[config.mk]
export PLATFORM = sky130hd
export DESIGN_NAME = i2s_dac_tx
export DESIGN_NICKNAME = d
export VERILOG_FILES = /design/src/rtl/i2s_dac_tx.sv
export SDC_FILE = /design/constraint.sdc
export NUM_CORES = 1
export LEC_CHECK = 0
export CAP_MARGIN = 20
export CORE_UTILIZATION = 50
export DETAILED_ROUTE_END_ITERATION = 10
export GPL_ROUTABILITY_DRIVEN = 0
export GPL_TIMING_DRIVEN = 0
export MAX_ROUTING_LAYER = met4
export PLACE_DENSITY_LB_ADDON = 0.08
export SETUP_SLACK_MARGIN = 0.5
export SYNTH_ARGS = -nofsm -noshare
export SYNTH_HDL_FRONTEND = slang
export SYNTH_SLANG_ARGS = --single-unit
[constraint.sdc]
create_clock -name clk -period 1.56 [get_ports clk]
set_input_delay 0.234 -clock clk [delete_from_list [all_inputs] [get_ports clk]]
set_output_delay 0.234 -clock clk [all_outputs]
set_load 0.01 [all_outputs]
[src/rtl/i2s_dac_tx.sv]
// I2S transmitter (codec is bus master) with a one-pair holding buffer and underrun flagging.
// Define I2S_TX_HOLD_LAST_EN to repeat the last pair on underrun; otherwise silence is sent.
module i2s_dac_tx #(
   parameter int unsigned SAMPLE_W     = 16,
   parameter int unsigned MIN_BCLK_DIV = 8
) (
   input  logic                clk,
   input  logic                rst,
   input  logic                bclk_in,
   input  logic                lrclk_in,
   input  logic [SAMPLE_W-1:0] sample_left,
   input  logic [SAMPLE_W-1:0] sample_right,
   input  logic                sample_valid,
   output logic                sample_ready,
   output logic                sdata_out,
   output logic                underrun
);

   localparam int unsigned CNT_W = $clog2(SAMPLE_W + 2);
   localparam logic [CNT_W-1:0] CNT_SAT  = CNT_W'(SAMPLE_W + 1);
   localparam logic [CNT_W-1:0] CNT_BITS = CNT_W'(SAMPLE_W);
   localparam logic [CNT_W-1:0] CNT_LAST = CNT_W'(SAMPLE_W - 1);

   localparam logic [1:0] ST_IDLE  = 2'd0;
   localparam logic [1:0] ST_LEFT  = 2'd1;
   localparam logic [1:0] ST_RIGHT = 2'd2;

   logic [1:0]          state, state_nx;
   logic                bclk_s1, bclk_s2, bclk_d;
   logic                lr_s1, lr_s2, lr_prev;
   logic [SAMPLE_W-1:0] buf_l, buf_r;
   logic                buf_full, buf_full_nx;
   logic [SAMPLE_W-1:0] pair_l, pair_l_nx, pair_r, pair_r_nx;
   logic [SAMPLE_W-1:0] sh, sh_nx;
   logic [CNT_W-1:0]    cnt, cnt_nx;
   logic                sdata_nx, underrun_nx;

   logic bclk_fall_c, frame_start_c, lr_rise_c, xfer_c;

   assign bclk_fall_c   = bclk_d & ~bclk_s2;
   assign frame_start_c = bclk_fall_c & ~lr_s2 & lr_prev;
   assign lr_rise_c     = bclk_fall_c & lr_s2 & ~lr_prev;
   assign xfer_c        = sample_valid & sample_ready;

   // Slot sequencing and serializer; a transfer landing on a frame start stays buffered.
   always_comb begin
      state_nx    = state;
      cnt_nx      = cnt;
      sh_nx       = sh;
      pair_l_nx   = pair_l;
      pair_r_nx   = pair_r;
      sdata_nx    = sdata_out;
      underrun_nx = 1'b0;
      buf_full_nx = xfer_c | (buf_full & ~frame_start_c);

      if (bclk_fall_c) begin
         sdata_nx = 1'b0;
         if (frame_start_c || (lr_rise_c && state != ST_IDLE)) begin
            // With slots exactly SAMPLE_W long the LSB is still pending here
            if (state != ST_IDLE && cnt == CNT_LAST) sdata_nx = sh[SAMPLE_W-1];
            cnt_nx = '0;
            if (frame_start_c) begin
               state_nx = ST_LEFT;
               if (buf_full) begin
                  pair_l_nx = buf_l;
                  pair_r_nx = buf_r;
                  sh_nx     = buf_l;
               end else begin
                  underrun_nx = 1'b1;
`ifdef I2S_TX_HOLD_LAST_EN
                  sh_nx       = pair_l;
`else
                  pair_l_nx   = '0;
                  pair_r_nx   = '0;
                  sh_nx       = '0;
`endif
               end
            end else begin
               state_nx = ST_RIGHT;
               sh_nx    = pair_r;
            end
         end else if (state != ST_IDLE) begin
            if (cnt < CNT_BITS) begin
               sdata_nx = sh[SAMPLE_W-1];
               sh_nx    = {sh[SAMPLE_W-2:0], 1'b0};
            end
            if (cnt != CNT_SAT) cnt_nx = cnt + CNT_W'(1);
         end
      end
   end

   always_ff @(posedge clk or negedge rst) begin
      if (!rst) begin
         state        <= ST_IDLE;
         bclk_s1      <= 1'b0;
         bclk_s2      <= 1'b0;
         bclk_d       <= 1'b0;
         lr_s1        <= 1'b0;
         lr_s2        <= 1'b0;
         lr_prev      <= 1'b0;
         buf_l        <= '0;
         buf_r        <= '0;
         buf_full     <= 1'b0;
         pair_l       <= '0;
         pair_r       <= '0;
         sh           <= '0;
         cnt          <= '0;
         sdata_out    <= 1'b0;
         sample_ready <= 1'b0;
         underrun     <= 1'b0;
      end else begin
         bclk_s1      <= bclk_in;
         bclk_s2      <= bclk_s1;
         bclk_d       <= bclk_s2;
         lr_s1        <= lrclk_in;
         lr_s2        <= lr_s1;
         if (bclk_fall_c) lr_prev <= lr_s2;
         if (xfer_c) begin
            buf_l <= sample_left;
            buf_r <= sample_right;
         end
         buf_full     <= buf_full_nx;
         sample_ready <= ~buf_full_nx;
         state        <= state_nx;
         pair_l       <= pair_l_nx;
         pair_r       <= pair_r_nx;
         sh           <= sh_nx;
         cnt          <= cnt_nx;
         sdata_out    <= sdata_nx;
         underrun     <= underrun_nx;
      end
   end

`ifndef SYNTHESIS
   // BCLK period sanity check, allowing one cycle of synchronizer jitter
   logic [15:0] fall_gap;
   logic        seen_fall;
   always_ff @(posedge clk or negedge rst) begin
      if (!rst) begin
         fall_gap  <= '0;
         seen_fall <= 1'b0;
      end else if (bclk_fall_c) begin
         if (seen_fall) assert (32'(fall_gap) + 32'd2 >= MIN_BCLK_DIV);
         fall_gap  <= '0;
         seen_fall <= 1'b1;
      end else if (fall_gap != 16'hFFFF) begin
         fall_gap <= fall_gap + 16'd1;
      end
   end
`endif

endmodule

* Yosys cells after proc, flatten, opt, wreduce, memory -nomap -nowiden *
Cells that the tools add are included.

word-level totals
  RAM bits = 0
  output and inout bits = 3
  register bits = 81
  input port bits = 37
  memories kept = 0
  logic and storage cells = 62
  ROM bits = 0
  bits in latches = 0

operators by class
  divide/modulo/power cells = 0
  bitwise gates (word level) = 13
  muxes and demuxes = 18
  reduce and logical (&&, ||, !) cells = 11
  add/sub/neg operators = 1
  shift-type cells = 0
  $mul = 0
  equal/unequal tests = 2
  order comparisons = 1

operator list
  operator                                              count
  2-to-1 mux 16 bit                                     6
  2-to-1 mux 5 bit                                      3
  AND reduction 3 bit                                   3
  2-to-1 mux 1 bit                                      8
  nonzero test 2 bit                                    4
  bitwise AND 1 bit                                     7
  adder 5 x 1 -> 5 bit (second input constant)          1
  equality test 5 x 4 -> 1 bit (second input constant)  1
  < comparator 5 bit (second input constant)            1
  != test 5 bit (second input constant)                 1
  NOT 1 bit                                             5
  logical AND 1 bit                                     2
  2-to-1 mux 2 bit                                      1
  AND reduction 2 bit                                   1
  logical OR 1 bit                                      1
  bitwise OR 1 bit                                      1

* Logic depth before layout (Yosys ltp) *
Gate-level depths: netlist of the first run.

  depth in word-level cells = 8
  gate-level depth with buffers = 6
  gate-level depth less buffers = 6

* Worst setup path before layout of the first run *
OpenSTA, ideal clock, no wires.

  path type = register to register
  from = reg bclk_s2
  to = reg sh[10]
  library setup time = 0.125 ns
  stages on the path, launching flop included = 7
  arrival time = 1.571 ns
  buffers on the path = 2
  slack = -0.136 ns
  period minus slack after synthesis = 1.696 ns
  data required time = 1.435 ns
  cells stage by stage = dfrtp_1 nor2b_1 buf_2 o21ai_2 a21oi_4 buf_6 mux2_4

between the ends
  word-level cells in the longest chain between the ends = 8
  elaborated cells on any way between the ends = 13
  classes of those cells = mux (2); bitwise (6); reduce/logical (5)

ends and longest elaborated chain
  element                         RTL line  RTL
  from (decl)                     29        logic bclk_s1, bclk_s2, bclk_d;
  from (signal assigned)          113       bclk_s2 <= bclk_s1;
  NOT 1 bit *                     40        assign bclk_fall_c = bclk_d & ~bclk_s2;
  bitwise AND 1 bit *             40
  bitwise AND 1 bit (2 in a row)  42        assign lr_rise_c = bclk_fall_c & lr_s2 & ~lr_prev;
  logical AND 1 bit               58        if (frame_start_c || (lr_rise_c && state != ST_IDLE)) begin
  logical OR 1 bit                58
  nonzero test 2 bit (no line)    n/a
  AND reduction 3 bit (no line)   n/a
  to (signal assigned)            127       sh <= sh_nx;
  to (decl)                       34        logic [SAMPLE_W-1:0] sh, sh_nx;

Every way passes the cells marked *; elsewhere a longest branch is shown, timed or not.
A chain may end at the register's enable or synchronous reset.

* Worst setup path in the final report of the first run *
  from = reg state[0]
  to = reg sh[14]

between the ends
  word-level cells in the longest chain between the ends = 5
  elaborated cells on any way between the ends = 7
  classes of those cells = mux (1); reduce/logical (6)

ends and longest elaborated chain
  element                        RTL line  RTL
  from (decl)                    28        logic [1:0] state, state_nx;
  from (signal assigned)         124       state <= state_nx;
  nonzero test 2 bit *           58, 82
  logical AND 1 bit              58
  logical OR 1 bit               58
  nonzero test 2 bit (no line)   n/a
  AND reduction 3 bit (no line)  n/a

Marked as above.

==> results.md, run 1 <==
### Clocking
• **root buf cell** sky130_fd_sc_hd__clkbuf_8
• **clock-pin slew on the worst setup and hold paths** 0.08 ns
• **number of buffers created by CTS** 9
• **clk_lat worst skew** 0.36 ns
• **CTS sink count** 81
• **maximum buffer depth of the clock tree** 2
• **H-tree Lvls** 3
• **clock tree from TritonCTS** yes

### Worst setup path
• **CP Buf/Inv Count** 2
• **Critical Path Sink Type** register
• **data required time of the worst path** 1.81 ns
• **maximum net fanout on the critical path** 5
• **Cell Chain, Critical Path** o21ba_4, and3_4, buf_6, buf_16, a221o_1, mux2_4
• **kind of start point of the critical path** register
• **path type of the worst setup path** reg -> reg
• **CP top delay family** compound AO/OA/AOI/OAI gates
• **Slowest Stage Delay on Critical Path** 0.41 ns
• **crit path DAT** 2.02 ns
• **slowest stage cell, crit path** sky130_fd_sc_hd__dfrtp_1

### Layout
• **Filler Cell Count** 418
• **layout-stage area growth over the synthesis result** 49.9%
• **most frequent cells in the layout** sky130_fd_sc_hd__dfrtp_1, sky130_fd_sc_hd__mux2_4, sky130_fd_sc_hd__nand2_1, sky130_fd_sc_hd__clkdlybuf4s50_1, sky130_fd_sc_hd__buf_4
• **fraction of final layout cells with drive strength greater than 1** 44.7%
• **final core occ** 78.5%
• **commonest non-fill, non-tap cell in the layout** sky130_fd_sc_hd__dfrtp_1
• **total number of nets in the final design** 423
• **ANT cells** 0

### Run status
• **status** finished, violations left
• **failing checks** setup timing

### Place
• **Post-Place Setup Slack** -0.268 ns
• **count of port buffers added during placement** 39
• **Post-DP HPWL** 5280 um

### Detailed routing
• **wire length after detailed routing** 9450 um
• **final routed DRC violation total** 0
• **total via count after detailed routing** 2725
• **first-pass iteration count of the detailed router** 4
• **average wire per standard cell** 19.6 um
• **Antenna Violating Nets Remaining** 0
• **Avg Vias per Cell** 5.64
• **1st-iter DRT viols** 215

### STA
• **Final Hold Fails** 0
• **final count of pins violating max slew** 0
• **post-layout worst setup margin** -0.214 ns
• **setup repair after global routing missed its margin** yes
• **actual slew at the worst max-slew pin** 0.377 ns
• **period utilisation layout** 114%
• **achievable frequency** 0.564 GHz
• **# setup viols final** 23
• **final period demand of the worst path** 1.77 ns
• **Max-Slew Margin vs Limit** 74.9%
• **worst clock skew on the final layout** 0.00976 ns

### Synth
• **Synth Net Count** 326
• **Unique masters post-synth** 42
• **gate count after technology mapping** 286
• **Warnings, synthesis** 0
• **sequential share of the synthesized area** 56.0%
• **average cell area after synthesis** 12.6 um2
• **Post-Syn Area** 3620 um2
• **synthesized flop and latch total** 81

### GRT
• **busiest metal layer after global routing** met2
• **met3 global-route usage** 6.92%
• **met2 layer usage reported by global route** 42.9%
• **maximum number of pins on one net before global-route repair** 61
• **global-route wire length before repair** 14900 um
• **initial antenna violation count** 0
• **met1 GRT Util** 35.9%
• **global route total overflow** 0
• **global-route usage over all layers** 27.7%
• **number of global-route vias before repair** 2821

### Floorplanning
• **initial core utilization** 52.4%
• **Die H** 87.1 um
• **count of standard-cell rows** 30
• **floorplan die area** 7580 um2
• **count of boundary I/O pins** 40
• **placeable core region** 6910 um2
• **Die X-Extent** 87.1 um

### Pwr
• **power per standard cell area** 1680 nW/um2
• **worst vdd rail ir drop** 0.000964 V
• **Static Leakage** 2.54 nW

### Min path
• **class of the worst hold path** in -> async

### Run
• **max-capacitance violation count** 0

[kinds of logic (layout without fill, tap and decap cells)]
| family | after synthesis | in the layout | share of synthesized area, % |
|---|---|---|---|
| muxes | 49 | 49 | 16.3 |
| adders and majority gates | 3 | 3 | 1.04 |
| AOI/OAI and AO/OA | 53 | 53 | 13.1 |
| buffers and inverters | 26 | 126 | 3.77 |
| and+or+nand+nor | 74 | 75 | 9.75 |
| DFF | 81 | 81 | 56.0 |
[metal layers]
metal	share of wire, %	vias to the layer above
li1	-	1247
met1	45	1395
met2	50	75
met3	4.1	8
met4	0.54	0
met5	0	-
[final timing paths]
check,slack (ns),cells past startpoint,from,to
hold reg to reg,0.36,0,bclk_s1$_DFF_PN0_,bclk_s2$_DFF_PN0_
min in group clk,0.31,1,bclk_in,bclk_s1$_DFF_PN0_
max in group asynchronous,0.67,3,rst,pair_r[9]$_DFFE_PN0P_
hold / removal,0.31,2,rst,buf_l[12]$_DFFE_PN0P_
setup reg to reg,-0.21,6,state[0]$_DFFE_PN0P_,sh[14]$_DFFE_PN0P_
setup / recovery,-0.21,6,state[0]$_DFFE_PN0P_,sh[14]$_DFFE_PN0P_
[flip-flops by register name, indices dropped and copies added (netlist names), 2 cells and up]
register and count:
state 2, pair_r 16, buf_l 16, sh 16, buf_r 16, cnt 5
[where the power goes]
part | internal [mW] | switching, mW
clock | 0.900 | 0.799
combinational | 2.21 | 1.35
sequential | 3.04 | 0.791
total | 6.16 | 2.94
[through the flow]
stage                     hold WS [ns]  setup TNS (ns)  cells  total power, mW  cell area, um2
final                            0.306           -3.32    483             9.09            5420
after global routing             0.297           -4.46    483             9.55            5420
after CTS                        0.301           -2.52    474             8.78            5260
after detailed placement         0.148           -3.37    422             6.60            4510
after global placement           0.334         -217.36    421             6.47            4490
after floorplan                -0.0616           -1.04    286             5.85            3980
[synthesized netlist by cell type, drive strengths merged]
cell | n | area share (%)
mux2 | 48 | 16
nor3 | 1 | 0.14
a221o | 14 | 3.9
ha | 3 | 1.0
a21oi | 7 | 1.4
dfrtp | 81 | 56
buf | 11 | 2.2
nor2 | 3 | 0.31
o211ai | 1 | 0.21
o21ba | 1 | 0.45
and3 | 1 | 0.31
mux2i | 1 | 0.28
nor4bb | 1 | 0.69
o21ai | 5 | 0.80
nand2b | 1 | 0.17
inv | 6 | 0.62
a32o | 15 | 4.2
a41o | 1 | 0.28
o21a | 1 | 0.21
a221oi | 1 | 0.24
nand3 | 20 | 2.8
o221ai | 1 | 0.24
o22ai | 2 | 0.35
nor2b | 2 | 0.55
and2 | 1 | 0.17
clkbuf | 9 | 0.93
a2bb2oi | 2 | 0.48
a21o | 1 | 0.24
or2 | 1 | 0.17
a32oi | 1 | 0.24
nand2 | 43 | 4.5
[final cells by class]
cell class                 count  area, um2  area share, %
sequential                    81       2030           37.4
multi-input combinational    180       1810           33.4
timing repair buffer          85        938           17.3
buffer                        20        285           5.26
clock buffer                   9        124           2.28
tap                           96        120           2.22
clock inverter                 6       92.6           1.71
inverter                       6       22.5          0.415
[what timing repair did]
item | 4_1_cts | 5_1_grt
buffers inserted | 30 | 8
endpoints found under the hold margin | 21 | 0
pin swaps | 10 | 10
setup endpoints to repair | 75 | 79
gates resized for setup | 48 | 16
cloned | 6 | 1
hold buffers | 1 | 0
(Power assumes the default switching activity.)
==> run 2: changes to the inputs <==
==> constraint.sdc (replaced) <==
create_clock -name clk -period 1.57 [get_ports clk]
set_input_delay 0.2355 -clock clk [delete_from_list [all_inputs] [get_ports clk]]
set_output_delay 0.2355 -clock clk [all_outputs]
set_load 0.01 [all_outputs]
==> run 2 against run 1 <==
  * The run still ends with setup timing left
  * Wire length is 3.1% lower
  * Fmax increased by 0.41%
  * Worst hold slack lost 0.0016 ns
  * Clock skew increased by 0.0048 ns
  * Clock power barely moved
  * Critical path type unchanged
==> results.md, run 2 (synthesis results as in run 1) <==
### Run status
• **status** finished, violations left
• **failing checks** setup timing

### Detailed routing
• **Avg Vias per Cell** 5.60
• **wire length after detailed routing** 9150 um
• **first-pass iteration count of the detailed router** 4
• **1st-iter DRT viols** 212
• **total via count after detailed routing** 2729
• **average wire per standard cell** 18.8 um
• **Antenna Violating Nets Remaining** 0
• **final routed DRC violation total** 0

### Floorplanning
• **initial core utilization** 52.4%
• **Die H** 87.1 um
• **count of standard-cell rows** 30
• **Die X-Extent** 87.1 um
• **placeable core region** 6910 um2
• **floorplan die area** 7580 um2
• **count of boundary I/O pins** 40

### Layout
• **ANT cells** 0
• **commonest non-fill, non-tap cell in the layout** sky130_fd_sc_hd__dfrtp_1
• **most frequent cells in the layout** sky130_fd_sc_hd__dfrtp_1, sky130_fd_sc_hd__mux2_4, sky130_fd_sc_hd__nand2_1, sky130_fd_sc_hd__clkdlybuf4s50_1, sky130_fd_sc_hd__buf_6
• **footprint of the multi-input gates** 1900 um2
• **fraction of final layout cells with drive strength greater than 1** 48.6%
• **Storage cell area** 2030 um2
• **Design Area, Final** 5580 um2
• **total number of nets in the final design** 427
• **Filler Cell Count** 393
• **layout-stage area growth over the synthesis result** 54.3%

### Place
• **cell area after placement** 4510 um2
• **count of port buffers added during placement** 39
• **Post-DP HPWL** 5210 um

### Pwr
• **power per standard cell area** 1630 nW/um2
• **Static Leakage** 2.58 nW
• **sum of internal, switching and leakage power** 9.11 mW
• **worst vdd rail ir drop** 0.00103 V

### STA
• **Setup TNS Final** -3.57 ns
• **post-layout worst setup margin** -0.196 ns
• **# setup viols final** 34
• **period utilisation layout** 113%
• **achievable frequency** 0.566 GHz
• **actual slew at the worst max-slew pin** 0.382 ns
• **final period demand of the worst path** 1.77 ns
• **final count of pins violating max slew** 0
• **setup repair after global routing missed its margin** yes
• **worst clock skew on the final layout** 0.0146 ns
• **Max-Slew Margin vs Limit** 74.5%
• **Final Hold Fails** 0

### GRT
• **initial antenna violation count** 0
• **maximum number of pins on one net before global-route repair** 53
• **global-route wire length before repair** 14000 um
• **number of global-route vias before repair** 2687
• **global-route usage over all layers** 25.9%
• **global route total overflow** 0

### Clocking
• **maximum buffer depth of the clock tree** 2
• **number of buffers created by CTS** 9
• **clk_lat worst skew** 0.36 ns
• **clock-pin slew on the worst setup and hold paths** 0.09 ns
• **H-tree Lvls** 3
• **clock tree from TritonCTS** yes
• **root buf cell** sky130_fd_sc_hd__clkbuf_8
• **CTS sink count** 81

### Worst setup path
• **kind of start point of the critical path** register
• **maximum net fanout on the critical path** 6
• **crit path DAT** 2.00 ns
• **path type of the worst setup path** reg -> reg
• **Critical Path Sink Type** register
• **data required time of the worst path** 1.81 ns

### Min path
• **class of the worst hold path** in -> reg

### Run
• **max-capacitance violation count** 0

run 2: cell types whose count changed in the layout (fill, tap and decap cells not counted), moves of 2 or more:
cell                         delta
sky130_fd_sc_hd__dfrtp_2        +2
sky130_fd_sc_hd__clkinvlp_4     -2
sky130_fd_sc_hd__nand2_2        +5
sky130_fd_sc_hd__buf_6          +9
sky130_fd_sc_hd__buf_12         +2
sky130_fd_sc_hd__buf_4          -5
sky130_fd_sc_hd__nand3_4        +6
sky130_fd_sc_hd__nand3_2        -5
sky130_fd_sc_hd__dfrtp_1        -2
sky130_fd_sc_hd__nand2_4        +2
sky130_fd_sc_hd__nand2_1        -6
run 2: final timing paths:
kind | from | endpoint | cells past startpoint | slack (ns)
hold reg to reg | bclk_s1$_DFF_PN0_ | bclk_s2$_DFF_PN0_ | 0 | 0.35
min in group asynchronous | rst | cnt[0]$_DFFE_PN0P_ | 2 | 0.33
max in group asynchronous | rst | sample_ready$_DFF_PN0_ | 3 | 0.70
hold / removal | bclk_in | bclk_s1$_DFF_PN0_ | 1 | 0.30
setup / recovery | state[1]$_DFFE_PN0P_ | sh[13]$_DFFE_PN0P_ | 6 | -0.20
setup reg to reg | state[1]$_DFFE_PN0P_ | sh[13]$_DFFE_PN0P_ | 6 | -0.20
run 2: per-layer routing:
metal | up-vias | global-route usage [%] | routed length [um]
met4 | 0 | 8.64 | 185
li1 | 1255 | - | -
met3 | 16 | 4.93 | 336
met5 | - | - | 0
met1 | 1378 | 33.6 | 4080
met2 | 80 | 41.0 | 4550
run 2: through the flow:
stage / setup WS, ns / utilization, % / cells / hold WS, ns
CTS: -0.172 / 74.9 / 467 / 0.304
floorplan: -0.0918 / - / 286 / -0.0601
detailed placement: -0.295 / 65.3 / 422 / 0.192
global placement: -2.63 / 64.9 / 421 / 0.336
finish: -0.196 / 80.8 / 487 / 0.304
global route: -0.244 / 80.8 / 487 / 0.301
run 2: cell type report:
type / instances / area share (%)
Multi-Input combinational cell: 180 / 34.1
Buffer: 20 / 5.47
Clock buffer: 9 / 2.22
Tap cell: 96 / 2.15
Inverter: 6 / 0.403
Sequential cell: 81 / 36.4
Clock inverter: 6 / 1.64
Timing Repair Buffer: 89 / 17.7
run 2: critical path: stages, from the launching register on:
cell	delay (ns)
sky130_fd_sc_hd__dfrtp_1	0.41
sky130_fd_sc_hd__o21ba_4	0.25
sky130_fd_sc_hd__and3_4	0.15
sky130_fd_sc_hd__buf_6	0.13
sky130_fd_sc_hd__clkbuf_16	0.15
sky130_fd_sc_hd__a221o_1	0.29
sky130_fd_sc_hd__mux2_4	0.25
run 2: what timing repair did:
| action | 4_1_cts | 5_1_grt |
|---|---|---|
| resized for setup | 48 | 54 |
| setup endpoints to repair | 75 | 87 |
| pin swaps | 5 | 17 |
| hold buffers | 1 | 0 |
| cloned | 6 | 2 |
| setup buffers | 23 | 18 |
| endpoints found under the hold margin | 29 | 0 |
run 2: power breakdown:
part           internal (mW)  switching, mW  total [mW]
sequential              3.03          0.831        3.86
clock                  0.896          0.797        1.69
combinational           2.24           1.32        3.56
